$ cat src/rtl/mux_scan_ctrl.sv
// Scan sequencer for a 32-to-1 channel mux: steps the select over enabled channels,
// settles, samples, and publishes a registered snapshot with change mask. Optional IRQ: SCAN_IRQ_EN.
module mux_scan_ctrl #(
    parameter int unsigned SETTLE = 2
) (
    input  logic        clk,
    input  logic        rst_n,
    input  logic        start_i,
    input  logic        stop_i,
    input  logic        cont_i,
    input  logic [31:0] ch_mask_i,
    input  logic        mux_o_i,
`ifdef SCAN_IRQ_EN
    input  logic        irq_clr_i,
    output logic        irq_o,
`endif
    output logic [4:0]  sel_o,
    output logic        busy_o,
    output logic [31:0] snapshot_o,
    output logic [31:0] changed_o,
    output logic        valid_o
);

    localparam logic [3:0] SETTLE_C = 4'(SETTLE);

    typedef enum logic [1:0] {IDLE, SCAN, DONE} state_t;

    state_t      state_q, state_d;
    logic [4:0]  idx_q, idx_d;
    logic [3:0]  settle_q, settle_d;
    logic [31:0] shadow_q, shadow_d;
    logic [31:0] mask_q, mask_d;
    logic [31:0] snap_d, chg_d;
    logic        valid_d;
    logic        adv;

    always_comb begin
        state_d  = state_q;
        idx_d    = idx_q;
        settle_d = settle_q;
        shadow_d = shadow_q;
        mask_d   = mask_q;
        snap_d   = snapshot_o;
        chg_d    = changed_o;
        valid_d  = 1'b0;
        adv      = 1'b0;
        case (state_q)
            IDLE: begin
                if (!stop_i && start_i && (ch_mask_i != '0)) begin
                    state_d  = SCAN;
                    mask_d   = ch_mask_i;
                    idx_d    = '0;
                    settle_d = '0;
                    shadow_d = snapshot_o;
                end
            end
            SCAN: begin
                if (stop_i) begin
                    state_d  = IDLE;
                    idx_d    = '0;
                    settle_d = '0;
                end else begin
                    if (!mask_q[idx_q]) begin
                        adv = 1'b1;
                    end else if (settle_q == SETTLE_C) begin
                        shadow_d[idx_q] = mux_o_i;
                        settle_d        = '0;
                        adv             = 1'b1;
                    end else begin
                        settle_d = settle_q + 4'd1;
                    end
                    // idx wraps 31 -> 0 on the same edge that enters DONE
                    if (adv) begin
                        idx_d = idx_q + 5'd1;
                        if (idx_q == 5'd31) state_d = DONE;
                    end
                end
            end
            DONE: begin
                state_d  = IDLE;
                idx_d    = '0;
                settle_d = '0;
                if (!stop_i) begin
                    snap_d  = shadow_q;
                    chg_d   = (shadow_q ^ snapshot_o) & mask_q;
                    valid_d = 1'b1;
                    if (cont_i && (ch_mask_i != '0)) begin
                        state_d = SCAN;
                        mask_d  = ch_mask_i;
                    end
                end
            end
            default: begin
                state_d  = IDLE;
                idx_d    = '0;
                settle_d = '0;
            end
        endcase
    end

    always_ff @(posedge clk or negedge rst_n) begin
        if (!rst_n) begin
            state_q    <= IDLE;
            idx_q      <= '0;
            settle_q   <= '0;
            shadow_q   <= '0;
            mask_q     <= '0;
            sel_o      <= '0;
            busy_o     <= 1'b0;
            snapshot_o <= '0;
            changed_o  <= '0;
            valid_o    <= 1'b0;
        end else begin
            state_q    <= state_d;
            idx_q      <= idx_d;
            settle_q   <= settle_d;
            shadow_q   <= shadow_d;
            mask_q     <= mask_d;
            sel_o      <= idx_d;
            busy_o     <= (state_d != IDLE);
            snapshot_o <= snap_d;
            changed_o  <= chg_d;
            valid_o    <= valid_d;
        end
    end

`ifdef SCAN_IRQ_EN
    // a set from this DONE outranks a simultaneous clear
    always_ff @(posedge clk or negedge rst_n) begin
        if (!rst_n) begin
            irq_o <= 1'b0;
        end else if (valid_d && (chg_d != '0)) begin
            irq_o <= 1'b1;
        end else if (irq_clr_i) begin
            irq_o <= 1'b0;
        end
    end
`endif

endmodule

$ cat config.mk
export PLATFORM = sky130hd
export DESIGN_NAME = mux_scan_ctrl
export DESIGN_NICKNAME = d
export VERILOG_FILES = /design/src/rtl/mux_scan_ctrl.sv
export SDC_FILE = /design/constraint.sdc
export NUM_CORES = 1
export LEC_CHECK = 0
export ABC_AREA = 1
export CORE_AREA = 2 2 119 121
export CTS_CLUSTER_DIAMETER = 50
export DETAILED_ROUTE_END_ITERATION = 8
export DIE_AREA = 0 0 121 123
export HOLD_SLACK_MARGIN = 0.05
export PLACE_DENSITY = 0.85
export SYNTH_ARGS = -nofsm -noshare
export SYNTH_HDL_FRONTEND = slang
export SYNTH_SLANG_ARGS = --single-unit
$ cat constraint.sdc
create_clock -name clk -period 4.2 [get_ports clk]
set_input_delay 0.63 -clock clk [delete_from_list [all_inputs] [get_ports clk]]
set_output_delay 0.63 -clock clk [all_outputs]
set_load 0.01 [all_outputs]
**Yosys cells after proc, flatten, opt, wreduce, memory -nomap -nowiden**

Cells that the tools add are included.

- Input port bits: 38
- Logic and storage cells: 79
- Register bits: 141
- Output and inout port bits: 71

- Muxes and demuxes: 36
- Equal/unequal tests: 12
- Reduce and logical (&&, ||, !) cells: 15
- Order comparisons: 2
- Bitwise logic cells: 3
- $add $sub $neg: 2

Operators with widths:

| cell | count |
|---|---|
| 32-bit 2-to-1 mux | 7 |
| 32-bit case mux with 2 select lines | 2 |
| 32-bit AND | 1 |
| 32-bit bitwise mux | 1 |
| 32-bit nonzero test | 1 |
| 32-bit bitwise XOR | 1 |
| 4-bit 2-to-1 mux | 4 |
| 5-bit 2-to-1 mux | 3 |
| 2-bit != test (second input constant) | 6 |
| 1-bit 2-to-1 mux | 10 |
| 5-bit case mux with 2 select lines | 1 |
| 2-bit 2-to-1 mux | 4 |
| 4-bit case mux with 2 select lines | 1 |
| 5-bit by 6-bit less-than comparator with 1-bit output (second input constant) | 1 |
| 3-bit != test (second input constant) | 2 |
| 2-bit case mux with 3 select lines | 1 |
| 2-bit AND reduction | 3 |
| 2-bit nonzero test | 3 |
| 5-bit by 1-bit adder with 5-bit output (second input constant) | 1 |
| 1-bit binary-select mux with 5-bit select | 1 |
| 1-bit demux with 5-bit select | 1 |
| 5-bit equality test (second input constant) | 1 |
| 5-bit by 1-bit >= comparator with 1-bit output (second input constant) | 1 |
| 5-bit AND reduction | 1 |
| other kinds (9) | 12 |

**Depth between registers and ports, before layout**

Gate-level depths: netlist (run 1).

- Word-level depth: 9
- Gate-level depth with buffers: 16
- Gate-level depth less buffers: 13

**Worst setup path before layout (run 1)**

No wires, ideal clock.

- Path kind: input port to flip-flop
- From: in ch_mask_i[21]
- To: reg mask_q[13]
- Path buffers: 2
- Data required time: 4.070 ns
- Arrival time: 1.749 ns
- Path slack: 2.320 ns
- Setup time: 0.130 ns
- Stages: 10
- Cell sequence: nor2_1 > nand2_1 > nor2_1 > nand4_1 > nand3_1 > nand2_1 > buf_2 > buf_1 > nand2_1 > o21ai_1

- Longest elaborated chain between the ends: 4
- Elaborated cells on any way between the ends: 6
- Those cells by class: 2 x eq/ne; 4 x reduce/logical

Ends and longest elaborated chain:

| element | RTL line | source |
|---|---|---|
| start: declaration | 11 | `input logic [31:0] ch_mask_i,` |
| 32-bit nonzero test * | 49, 87 |  |
| 1-bit logical AND, on equally long branches | 87, 49 |  |
| 2-bit != test (no line) | -- |  |
| 4-bit AND reduction (no line) * | -- |  |
| end signal: assignment | 118 | `mask_q <= mask_d;` |
| end: declaration | 32 | `logic [31:0] mask_q, mask_d;` |

Every way passes the cells marked *; elsewhere a longest branch is shown, timed or not.
A chain may end at the register's enable or synchronous reset.

**Final worst setup path (run 1)**

- From: in ch_mask_i[17]
- To: reg mask_q[10]

Same word-level chain as after synthesis.

==> results of run 1 <==
==> worst max-delay path by stage <==
stage / cells after the start / from / to / slack, ns
5_1_grt: 9 / ch_mask_i[17] / mask_q[10] / 1.25
3_5_place_dp: 9 / ch_mask_i[17] / mask_q[10] / 0.96
3_3_place_gp: 9 / ch_mask_i[17] / mask_q[8] / 1.03
2_1_floorplan: 10 / ch_mask_i[21] / mask_q[13] / 2.32
4_1_cts: 9 / ch_mask_i[17] / mask_q[10] / 1.40
6_report: 9 / ch_mask_i[17] / mask_q[10] / 1.38
==> metal layers <==
metal | routed length, um | vias to the layer above | GRT usage [%]
met5 | 0 | - | 0
met4 | 603 | 0 | 13.23
met3 | 1485 | 50 | 4.982
met2 | 9083 | 314 | 43.47
met1 | 7924 | 3191 | 34.43
li1 | - | 3285 | -
==> state kept, by name (all words and copies together), names as in the netlist <==
| name | flops |
|---|---|
| idx_q | 5 |
| settle_q | 4 |
| state_q | 2 |
| valid_o | 1 |
| changed_o | 32 |
| snapshot_o | 32 |
| shadow_q | 32 |
| mask_q | 32 |
| busy_o | 1 |
==> placed cells by master (no fill, tap or decap), types with 17 or more instances in the layout <==
cell type	count
nor2_1	28
o41ai_1	21
nand2_1	371
dfrtp_1	141
o21ai_0	116
o21ai_1	20
clkbuf_16	17
nand3_1	63
clkdlybuf4s50_1	107
inv_1	55
a21oi_1	32
==> through the flow <==
stage                     cells  worst slack [ns]  power [uW]
after floorplan             947             2.320        1821
after detailed placement   1193            0.9577        1984
final                      1225             1.380        3586
after CTS                  1225             1.396        3592
after global routing       1225             1.250        3731
after global placement     1193             1.032        1969
==> critical path, stage by stage <==
cell	delay, ns
clkdlybuf4s50_1	0.42
nor2_1	0.20
nand2_1	0.08
nor2_1	0.18
nand4_1	0.17
nand3_1	0.25
nand2_2	0.66
nand2_1	0.35
o21ai_0	0.13
==> report_power, final <==
part / switching [uW] / total [uW] / internal (uW)
clock: 561 / 1610 / 1050
sequential: 54.2 / 1500 / 1440
combinational: 323 / 477 / 154
total: 937 / 3590 / 2650
==> final cells by class <==
class / instances / area [sq um] / share of cell area (%)
clock buffer: 21 / 480.5 / 5.350
clock inverter: 11 / 162.7 / 1.811
inverter: 66 / 250.2 / 2.786
multi-input combinational: 693 / 3214 / 35.79
sequential: 141 / 3528 / 39.29
tap: 180 / 225.2 / 2.508
timing repair buffer: 113 / 1120 / 12.47
==> cell families (layout without fill, tap and decap cells) <==
| logic type | after synthesis | in the layout | synth area share [%] |
|---|---|---|---|
| flops | 141 | 141 | 48.91 |
| compound gates | 195 | 195 | 14.72 |
| simple gates | 490 | 490 | 28.29 |
| xor+xnor | 1 | 1 | 0.1214 |
| buf+inv | 113 | 211 | 6.746 |
| fa+ha+maj | 7 | 7 | 1.214 |
==> flow_summary.toml, run 1 <==
[sta]
final.setup_skew_ns = 0.006626
fmax_ghz = 0.3546
slew_headroom_pct = 26.61
finalMaxSlewViolations = 0
finalHoldViolCount = 0
final.setup.tns_ns = 0
setup-violations-final = 0
finalCritPeriodShare_pct = 67.15
worst-slew-pin-transition_ns = 1.097
hold_slack_ns = 0.2906
rsz0062_at_grt = "false"
layout_min_cycle_time_ns = 2.820

[logic_synthesis]
synth.cell_area_sq_mm = 0.007214
synth_common_cells = "nand2_1, dfrtp_1, o21ai_0, nand3_1, inv_1"
ys_ff_latch = 141
synth_area_leaders = "dfrtp_1, nand2_1, o21ai_0"
synth_fp_nets = 992
synth-warning-count = 0
async_flop_share_pct = 100.0
synth.most_common_cell = "nand2_1"
synth_cell_types = 30
synth_top_area_share_pct = 48.91
synth_edf_count = 0
synthCells = 947
synth_ff_type = "dfrtp_1"
avgSynthCellArea_sq_um = 7.618
yosys.area.top_type = "dfrtp_1"
ys_seq_area_share_pct = 48.91

[routing]
drtAntennaViolNets = 0
detail_route.vias_per_cell = 5.584
drc = 0
drtIter0Drc = 614
first_pass_iters = 5
drt-total-wl_mm = 19.10
vias = 6840
avgRoutedWirePerCell_um = 15.59

[layout]
antenna_cells = 0
final_util_pct = 65.98
design_area_sq_mm = 0.008981
drive_above_1_share_pct = 6.411
num-fill-cells = 1121
area_delta_synth_final_pct = 24.49
finalNetCount = 1077

[critical_path]
r2r_cells = 13
reg2reg_slack_ns = 1.57
required_ns = 4.46
reg2reg_to = "shadow_q[6]"
crit_type = "in -> reg"
arrival_ns = 3.08
end_kind = "register"
cp-start-kind = "input port"
critPathMaxFanout = 65
r2r-start = "idx_q[0]"

[clock_network]
cts_tree = "done"
clock_sinks = 141
htree_levels = 4
cts_setup_buffers = 0
cts-resized-gates = 0
cts_hold_buffers = 0
clk_path_buf_depth = 2
cts_buffers = 17
clkLatencyLatePin_ns = 0.43
clk_pin_slew_worst_paths_ns = 0.06
root_buffer = "clkbuf_16"

[die]
dieArea_sq_mm = 0.01488
core_sq_mm = 0.01361
num_io_pins = 109
die_w_um = 121
start_util_pct = 53.00
die_h_um = 123
num_rows = 43

[placed_design]
hpwl_mm = 12.31
postPlaceCellArea_sq_mm = 0.008338
gp_congestion = 0.9076
io_buffers = 108

[pwr]
power.density_mw_per_mm2 = 399.3
p_leak_uw = 0.004198
worst_ir_drop_vdd_v = 0.0003065

[global_routing]
grt_antenna_before_repair = 0
grt_pass1_vias = 6364
grt_max_degree = 93
grt_overflow = 0
grt_pass1_wl_mm = 30.78
grtUsageTotal_pct = 26.69

[status]
status = "finished, final reports clean"

[run]
max_cap_viol_count = 0

[worst_hold_path]
hold_class = "in -> async"
Note: power is estimated with default switching activity, not from simulation.
==> inputs of run 2 (changes only) <==
==> constraint.sdc (replaced) <==
create_clock -name clk -period 2.6 [get_ports clk]
set_input_delay 0.39 -clock clk [delete_from_list [all_inputs] [get_ports clk]]
set_output_delay 0.39 -clock clk [all_outputs]
set_load 0.01 [all_outputs]
==> run 2 against run 1 <==
  * First-iteration DRC count increased by 22%
  * Critical path depth decreased by 1
  * Flip-flop and latch count unchanged
  * Routed wire length increased by 0.86%
  * Global-route usage about the same
  * Clock power increased by 58%
  * Critical path type is now reg -> reg
==> flow_summary.toml, run 2 (synthesized netlist as in run 1, its figures left out) <==
[status]
status = "finished, final reports clean"

[run]
max_cap_viol_count = 0

[clock_network]
cts-resized-gates = 0
htree_levels = 4
root_buffer = "clkbuf_16"
clock_sinks = 141
clk_path_buf_depth = 2
cts_tree = "done"
clkLatencyLatePin_ns = 0.43
cts_buffers = 17
clk_pin_slew_worst_paths_ns = 0.06

[critical_path]
arrival_ns = 2.58
worstPathCellList = "inv_2 -> or2_1 -> inv_2 -> buf_4 -> o21ai_0 -> nand2_1 -> nand2_1 -> nand2_1"
cp-start-kind = "register"
critPathMaxFanout = 28
slowest_stage = "or2_1"
critPathBufInv = 3
worst_path_most_repeated_cell = "nand2_1"
path_delay_family = "buffers and inverters"
required_ns = 2.91
critPathMaxStageDelay_ns = 0.59
end_kind = "register"
crit_type = "reg -> reg"

[die]
die_w_um = 121
start_util_pct = 53.00
core_sq_mm = 0.01361
num_rows = 43
die_h_um = 123
dieArea_sq_mm = 0.01488
num_io_pins = 109

[sta]
slew_headroom_pct = 47.34
setup-violations-final = 0
layout_min_cycle_time_ns = 2.264
finalCritPeriodShare_pct = 87.09
finalMaxSlewViolations = 0
fmax_ghz = 0.4416
finalHoldViolCount = 0
rsz0062_at_grt = "false"
final.setup.tns_ns = 0
final.setup_skew_ns = 0.01010
worst-slew-pin-transition_ns = 0.7890

[layout]
layout_common_cells = "nand2_1, dfrtp_1, o21ai_0"
final_common_cell = "nand2_1"
final_util_pct = 66.75
area_delta_synth_final_pct = 25.95
drive_above_1_share_pct = 7.109
antenna_cells = 0
num-fill-cells = 1104
finalNetCount = 1087
design_area_sq_mm = 0.009086

[global_routing]
grt_pass1_vias = 6313
grt_pass1_wl_mm = 30.93
busiest_layer = "met2"
grt_max_degree = 91
grtUsageMet3_pct = 5.535
gr-usage-met2_pct = 44.21
grt_overflow = 0
met1_usage_pct = 34.87
grt_antenna_before_repair = 0
grtUsageTotal_pct = 26.67

[routing]
first_pass_iters = 5
vias = 6911
drc = 0
detail_route.vias_per_cell = 5.596
drt-total-wl_mm = 19.26
drtAntennaViolNets = 0
drtIter0Drc = 751
avgRoutedWirePerCell_um = 15.60

[placed_design]
io_buffers = 108
hpwl_mm = 12.75
gp_congestion = 0.9026
postPlaceCellArea_sq_mm = 0.008456

[pwr]
worst_ir_drop_vdd_v = 0.0004412
power.density_mw_per_mm2 = 632.9
p_leak_uw = 0.004256

[worst_hold_path]
hold_class = "reg -> reg"
==> run 2: repair_timing <==
item,CTS,global route
hold buffers,1,0
setup buffers,0,0
hold endpoints to repair,69,0
==> run 2: stage by stage <==
stage	hold WS, ns	total power [uW]	std cells	setup slack [ns]
5_1_grt	0.5023	5982	1235	0.2096
2_1_floorplan	0.09441	2942	947	0.7952
6_report	0.4786	5751	1235	0.3357
4_1_cts	0.4866	5762	1235	0.4180
3_5_place_dp	0.4492	3228	1202	0.1687
3_3_place_gp	0.4496	3201	1202	0.2706
==> run 2: final timing paths <==
check	startpoint	endpoint	slack, ns	depth (start not counted)
worst max-delay path	state_q[0]	shadow_q[0]	0.34	8
worst min-delay path	changed_o[24]	changed_o[24]	0.48	2
worst max register to register	state_q[0]	shadow_q[0]	0.34	8
worst min register to register	changed_o[24]	changed_o[24]	0.48	2
max in group asynchronous	rst_n	snapshot_o[14]	1.39	3
min in group asynchronous	rst_n	mask_q[30]	0.55	2
==> run 2: per-layer routing <==
layer	up-vias	part of all wire, %
met4	0	1.8
li1	3284	-
met2	346	50
met3	33	8.3
met1	3248	40
met5	-	0
==> run 2: area by class of cell <==
cell class	count	area, sq um	share of cell area (%)
sequential	141	3528	38.83
multi-input combinational	693	3214	35.38
timing repair buffer	123	1247	13.73
clock buffer	22	484.2	5.329
inverter	66	250.2	2.754
tap	180	225.2	2.479
clock inverter	10	136.4	1.501
==> run 2: tightest hold or removal path: stages (launching register included) <==
cell and delay (ns):
dfrtp_1 0.34, nand2_1 0.05, o21ai_0 0.06
==> run 2: report_power, final <==
part           internal [uW]  leakage, uW  switching [uW]
clock network           1610     0.000298             929
logic                    267      0.00209             546
registers               2330      0.00187            70.3
